### src/rtl/cpu_mem_pkg.sv
// Shared CPU data-bus definitions for MMIO peripherals.
// Holds the MEM_type transfer-size encodings, the UART register offsets, the
// STATUS bit positions and the transmit FSM state encoding.
// Optional feature macro used by importers: UART_TX_PARITY_EN.
package cpu_mem_pkg;

  typedef enum logic [2:0] {
    MemByte = 3'b000,
    MemHalf = 3'b001,
    MemWord = 3'b010
  } mem_type_e;

  localparam logic [31:0] TxdataOffset = 32'h0000_0000;
  localparam logic [31:0] StatusOffset = 32'h0000_0004;

  localparam int unsigned StatFullBit  = 0;
  localparam int unsigned StatEmptyBit = 1;
  localparam int unsigned StatBusyBit  = 2;
  localparam int unsigned StatOvfBit   = 3;
  localparam int unsigned StatCountLsb = 8;

  typedef enum logic [2:0] {
    StIdle,
    StStart,
    StData,
    StParity,
    StStop
  } tx_state_e;

endpackage

### src/rtl/uart_tx_fifo.sv
// Byte FIFO feeding the UART transmitter.
// Ports: CLK, Reset (async, active-high), push/wdata (write side),
// pop/rdata (read side, rdata shows the head combinationally),
// full, empty, count (fill level 0..DEPTH).
// A push while full is accepted only when a pop happens in the same cycle.
module uart_tx_fifo #(
  parameter int unsigned DEPTH = 8,
  localparam int unsigned AW = $clog2(DEPTH),
  localparam int unsigned CW = $clog2(DEPTH + 1)
) (
  input  logic          CLK,
  input  logic          Reset,
  input  logic          push,
  input  logic [7:0]    wdata,
  input  logic          pop,
  output logic [7:0]    rdata,
  output logic          full,
  output logic          empty,
  output logic [CW-1:0] count
);

  logic [7:0]    mem_q [DEPTH];
  logic [AW-1:0] wr_ptr_q, rd_ptr_q;
  logic [CW-1:0] count_q;
  logic          do_push, do_pop;

  function automatic logic [AW-1:0] ptr_inc(input logic [AW-1:0] p);
    return (p == AW'(DEPTH - 1)) ? '0 : p + 1'b1;
  endfunction

  assign full    = (count_q == CW'(DEPTH));
  assign empty   = (count_q == '0);
  assign count   = count_q;
  assign rdata   = mem_q[rd_ptr_q];
  assign do_pop  = pop && !empty;
  assign do_push = push && (!full || do_pop);

  always_ff @(posedge CLK or posedge Reset) begin
    if (Reset) begin
      wr_ptr_q <= '0;
      rd_ptr_q <= '0;
      count_q  <= '0;
    end else begin
      if (do_push) wr_ptr_q <= ptr_inc(wr_ptr_q);
      if (do_pop)  rd_ptr_q <= ptr_inc(rd_ptr_q);
      if (do_push && !do_pop)      count_q <= count_q + CW'(1);
      else if (!do_push && do_pop) count_q <= count_q - CW'(1);
    end
  end

  // Storage needs no reset; the pointers define what is valid.
  always_ff @(posedge CLK) begin
    if (do_push) mem_q[wr_ptr_q] <= wdata;
  end

endmodule

### src/rtl/mmio_uart_tx.sv
// Memory-mapped UART transmitter.
// Registers: TXDATA at BASE_ADDR+0 (store pushes byte, load returns 0),
// STATUS at BASE_ADDR+4 (load: count/overflow/busy/empty/full, store clears overflow).
// Ports: CLK, Reset (async, active-high), MEM_addr/MEM_WR_out/MEM_type/MEM_rd_en/
// MEM_wr_en (CPU bus in), MEM_data (combinational load data, 0 when not selected),
// tx (registered serial line, idle high).
// Define UART_TX_PARITY_EN to insert an even-parity bit between data and stop.
module mmio_uart_tx
  import cpu_mem_pkg::*;
#(
  parameter logic [31:0] BASE_ADDR    = 32'hFFFF_0000,
  parameter int unsigned CLKS_PER_BIT = 16,
  parameter int unsigned FIFO_DEPTH   = 8
) (
  input  logic        CLK,
  input  logic        Reset,
  input  logic [31:0] MEM_addr,
  input  logic [31:0] MEM_WR_out,
  input  logic [2:0]  MEM_type,
  input  logic        MEM_rd_en,
  input  logic        MEM_wr_en,
  output logic [31:0] MEM_data,
  output logic        tx
);

  localparam int unsigned CW = $clog2(FIFO_DEPTH + 1);

  tx_state_e     state_q, state_d;
  logic [15:0]   baud_q, baud_d;
  logic [2:0]    bit_q, bit_d;
  logic [7:0]    data_q, data_d;
  logic          tx_q, tx_d;
  logic          ovf_q, ovf_d;

  logic          hit, is_status, is_txdata, baud_last;
  logic          fifo_push, fifo_pop, fifo_full, fifo_empty;
  logic [7:0]    fifo_rdata;
  logic [CW-1:0] fifo_count;
  logic [31:0]   status;
  logic          unused_bits;

  // Transfer size and byte offset do not affect these byte-wide registers.
  assign unused_bits = ^{MEM_type, MEM_addr[1:0], MEM_WR_out[31:8]};

  assign hit       = (MEM_addr[31:3] == BASE_ADDR[31:3]);
  assign is_status = hit && (MEM_addr[2] == StatusOffset[2]);
  assign is_txdata = hit && (MEM_addr[2] == TxdataOffset[2]);
  assign fifo_push = MEM_wr_en && is_txdata;
  assign baud_last = (baud_q == 16'(CLKS_PER_BIT - 1));

  uart_tx_fifo #(
    .DEPTH (FIFO_DEPTH)
  ) u_fifo (
    .CLK   (CLK),
    .Reset (Reset),
    .push  (fifo_push),
    .wdata (MEM_WR_out[7:0]),
    .pop   (fifo_pop),
    .rdata (fifo_rdata),
    .full  (fifo_full),
    .empty (fifo_empty),
    .count (fifo_count)
  );

  always_comb begin
    state_d  = state_q;
    baud_d   = baud_q;
    bit_d    = bit_q;
    data_d   = data_q;
    fifo_pop = 1'b0;
    unique case (state_q)
      StIdle: begin
        if (!fifo_empty) begin
          fifo_pop = 1'b1;
          data_d   = fifo_rdata;
          baud_d   = '0;
          state_d  = StStart;
        end
      end
      StStart: begin
        baud_d = baud_q + 16'd1;
        if (baud_last) begin
          baud_d  = '0;
          bit_d   = '0;
          state_d = StData;
        end
      end
      StData: begin
        baud_d = baud_q + 16'd1;
        if (baud_last) begin
          baud_d = '0;
          bit_d  = bit_q + 3'd1;
          if (bit_q == 3'd7) begin
`ifdef UART_TX_PARITY_EN
            state_d = StParity;
`else
            state_d = StStop;
`endif
          end
        end
      end
`ifdef UART_TX_PARITY_EN
      StParity: begin
        baud_d = baud_q + 16'd1;
        if (baud_last) begin
          baud_d  = '0;
          state_d = StStop;
        end
      end
`endif
      StStop: begin
        baud_d = baud_q + 16'd1;
        if (baud_last) begin
          baud_d = '0;
          // Chain straight into the next frame so there is no idle gap.
          if (!fifo_empty) begin
            fifo_pop = 1'b1;
            data_d   = fifo_rdata;
            state_d  = StStart;
          end else begin
            state_d = StIdle;
          end
        end
      end
      default: state_d = StIdle;
    endcase

    // Line level is computed from the next state so tx can be a plain flop.
    case (state_d)
      StStart:  tx_d = 1'b0;
      StData:   tx_d = data_d[bit_d];
      StParity: tx_d = ^data_d;
      default:  tx_d = 1'b1;
    endcase

    ovf_d = ovf_q;
    if (MEM_wr_en && is_status) ovf_d = 1'b0;
    else if (fifo_push && fifo_full && !fifo_pop) ovf_d = 1'b1;
  end

  always_ff @(posedge CLK or posedge Reset) begin
    if (Reset) begin
      state_q <= StIdle;
      baud_q  <= '0;
      bit_q   <= '0;
      data_q  <= '0;
      tx_q    <= 1'b1;
      ovf_q   <= 1'b0;
    end else begin
      state_q <= state_d;
      baud_q  <= baud_d;
      bit_q   <= bit_d;
      data_q  <= data_d;
      tx_q    <= tx_d;
      ovf_q   <= ovf_d;
    end
  end

  always_comb begin
    status                        = '0;
    status[StatCountLsb +: 8]     = 8'(fifo_count);
    status[StatOvfBit]            = ovf_q;
    status[StatBusyBit]           = (state_q != StIdle);
    status[StatEmptyBit]          = fifo_empty;
    status[StatFullBit]           = fifo_full;
  end

  assign MEM_data = (MEM_rd_en && is_status) ? status : 32'h0;
  assign tx       = tx_q;

endmodule

### config.mk
export PLATFORM = sky130hd
export DESIGN_NAME = mmio_uart_tx
export DESIGN_NICKNAME = d
export VERILOG_FILES = /design/src/rtl/cpu_mem_pkg.sv /design/src/rtl/uart_tx_fifo.sv /design/src/rtl/mmio_uart_tx.sv
export SDC_FILE = /design/constraint.sdc
export NUM_CORES = 1
export LEC_CHECK = 0
export BUFFER_PORTS_ARGS = -buffer_cell sky130_fd_sc_hd__buf_2
export CAP_MARGIN = 10
export CORE_ASPECT_RATIO = 0.8
export CORE_UTILIZATION = 59
export CTS_CLUSTER_DIAMETER = 50
export DETAILED_ROUTE_END_ITERATION = 6
export GPL_TIMING_DRIVEN = 0
export PLACE_DENSITY = 0.95
export SLEW_MARGIN = 0
export SYNTH_ARGS = -nofsm -noshare
export SYNTH_HDL_FRONTEND = slang
export SYNTH_SLANG_ARGS = --single-unit
### constraint.sdc
create_clock -name CLK -period 9.4 [get_ports CLK]
set_clock_uncertainty 0.05 [all_clocks]
set_input_delay 2.35 -clock CLK [delete_from_list [all_inputs] [get_ports CLK]]
set_output_delay 2.35 -clock CLK [all_outputs]
set_load 0.05 [all_outputs]
==> results_dict.tcl <==
set metrics [dict create \
    outcome "complete, no violations" \
    synthCells 378 \
    critPathArrivalTime_ns 4.12 \
    antenna_found_initial 0 \
    cts.sinks 106 \
    gp_congestion 0.847 \
    setup_viol 0 \
    cts_hold_buf 0 \
    htree_levels 3 \
    worstHoldPathCells 1 \
    clock-root-buffer "clkbuf_8" \
    drv_cap 0 \
    synth_top_area_share_pct 37.9 \
    worst_setup_path_start_kind "primary input" \
    drive_gt1_share_pct 29.5 \
    wl_per_cell_um 17.7 \
    chipWidth_um 106 \
    hpwl_um 7240 \
    placed_area_sq_um 5570 \
    grt_use_total_pct 24.7 \
    routed_wl_um 10200 \
    grt_max_degree 43 \
    ys_ff_latch 106 \
    dp_cells 561 \
    placementRows 29 \
    grt-ovfl-total 0 \
    fp.coreArea_sq_um 8130 \
    total_power_uw 806 \
    required_ns 7.00 \
    setup_tns_ns 0 \
    synth_area_leaders "edfxtp_1 (38%), dfrtp_1 (20%), mux4_2 (7.1%)" \
    n_antenna_cell 0 \
    clock.fmax_mhz 153 \
    clk_pin_slew_ns 0.09 \
    ys_types 59 \
    stdcell_count 576 \
    critical_path_peak_fanout 8 \
    yosysWarningCount 0 \
    pre_cts_slack_ns 2.88 \
    ant_nets 0 \
    min_to "data_q[6]" \
    final_area_sq_um 5760 \
    hold_viol 0 \
    holdCritStartpoint "data_q[6]" \
    drt_pre_antenna_iters 5 \
    grt_pass1_vias 3384 \
    r2r_start "baud_q[0]" \
    synth.avg_cell_area_sq_um 13.4 \
    relSlewSlack_pct 35.9 \
    rsz0062_at_grt "no" \
    worst_slack_ns 2.88 \
    cts_resized 0 \
    seq_area_frac_synth_pct 58.6 \
    ys_async_sr_fraction_pct 39.6 \
    start_util_pct 62.5 \
    io_pins 104 \
    synth_top_area_cell "edfxtp_1" \
    route.detailed.drc 0 \
    final_cell_mix "edfxtp_1 (64), buf_2 (55), dfrtp_1 (41), buf_4 (25), conb_1 (24)" \
    drtIter0Drc 272 \
    r2r_cells 15 \
    synth_ff_type "edfxtp_1" \
    syn_area_sq_um 5080 \
    worstMarginPinSlew_ns 0.959 \
    final_common_cell "edfxtp_1" \
    cts_buffers 9 \
    grt_pass1_wl_um 16700 \
    post_cts_buffers 0 \
    r2r_setup_slack_ns 5.89 \
    peakVddDrop_mv 0.133 \
    area_delta_synth_final_pct 13.5 \
    final_max_slew_viol_count 0 \
    fin_crit_ns 6.52 \
    num-nets-final 547 \
    rr_endpoint "u_fifo.count[3]" \
    hold_path_class "reg -> reg" \
    vias 3405 \
    clockBufferDepth 2 \
    worstSetupEndpointType "primary output" \
    die_area_sq_um 8980 \
    clk_latency_ns 0.36 \
    critical_path_class "in -> out" \
    powerDensity_nw_per_um2 140 \
    synth_edf_count 64 \
    cts_tree "built" \
    fin_crit_sh_pct 69.3 \
    power.leakage_uw 0.00229 \
    die_h_um 85.0 \
    via_per_inst 5.91 \
    port_buffers 50 \
]
## state kept, by name, summed over array words and instances, names as in the netlist
signal           flops
tx                   1
baud_q              16
u_fifo.wr_ptr_q      3
state_q              3
bit_q                3
u_fifo.count         4
u_fifo.mem_q        64
u_fifo.rd_ptr_q      3
data_q               8
ovf_q                1
## cell families after synthesis
logic type / after synthesis / synth area share (%)
AND/OR/NAND/NOR: 108 / 11.7
XOR/XNOR: 10 / 1.73
adder cells (fa/ha/maj): 12 / 3.11
multiplexers: 38 / 12.0
buffers and inverters: 51 / 5.89
AO/OA/AOI/OAI: 52 / 6.93
other: 1 / 0.0739
flip-flops: 106 / 58.6
## per-stage QoR
stage               utilization [%]  hold slack [ns]
floorplan                         -            0.396
detailed placement             68.5            0.438
finish                         70.9            0.458
global route                   70.9            0.476
CTS                            70.8            0.458
global placement               68.3            0.416
## where the power goes
part / total, uW / switching [uW] / internal (uW)
Sequential: 494 / 0.00000199 / 494
Clock: 268 / 147 / 121
Combinational: 44.8 / 31.5 / 13.3
## routing by layer
| layer | part of all wire (%) | routed length, um | global-route usage, % |
|---|---|---|---|
| met5 | 0 | 0 | 0 |
| met4 | 2.7 | 275 | 8.59 |
| met3 | 7.1 | 729 | 5.22 |
| met2 | 51 | 5220 | 43.4 |
| met1 | 39 | 3980 | 30.5 |
## critical path: stages
cell and delay (ns):
buf_2 0.10, nor4_1 0.31, nand4_1 0.13, nor4_1 0.41
and3_1 0.35, a21boi_1 0.19, buf_2 0.28
## final cells by class
class | count | area (sq um)
sequential | 106 | 2970
fill | 544 | 2370
multi-input combinational | 244 | 1910
timing repair buffer | 52 | 260
buffer | 35 | 236
tap | 108 | 135
clock buffer | 10 | 128
inverter | 16 | 62.6
clock inverter | 5 | 55.1
## cell usage after synthesis (all sizes together), types with 2 or more instances
library cell,n
a31oi,4
and3,3
nand2b,6
and2,9
clkbuf,5
buf,30
nor3b,3
o31a,2
inv,16
xnor2,8
edfxtp,64
nor3,11
ha,11
nor4b,2
and4,3
o21a,2
nor2b,2
o31ai,2
a21oi,14
nand3,7
o21ai,15
nand2,20
nand4,6
or3,7
o211ai,2
nand3b,3
xor2,2
mux2,18
mux2i,4
dfrtp,41
mux4,16
nor2,20
nor4,5
o22ai,2
## how the worst max path moves through the flow
| stage | start | cells past startpoint | slack (ns) | end |
|---|---|---|---|---|
| 2_1_floorplan | MEM_addr[7] | 5 | 2.81 | MEM_data[2] |
| 3_3_place_gp | MEM_addr[7] | 7 | 2.91 | MEM_data[2] |
| 3_5_place_dp | MEM_addr[4] | 7 | 2.88 | MEM_data[2] |
| 4_1_cts | MEM_addr[4] | 7 | 2.86 | MEM_data[2] |
| 5_1_grt | MEM_addr[7] | 7 | 2.72 | MEM_data[2] |
| 6_report | MEM_addr[4] | 7 | 2.88 | MEM_data[2] |
(Power assumes the default switching activity.)
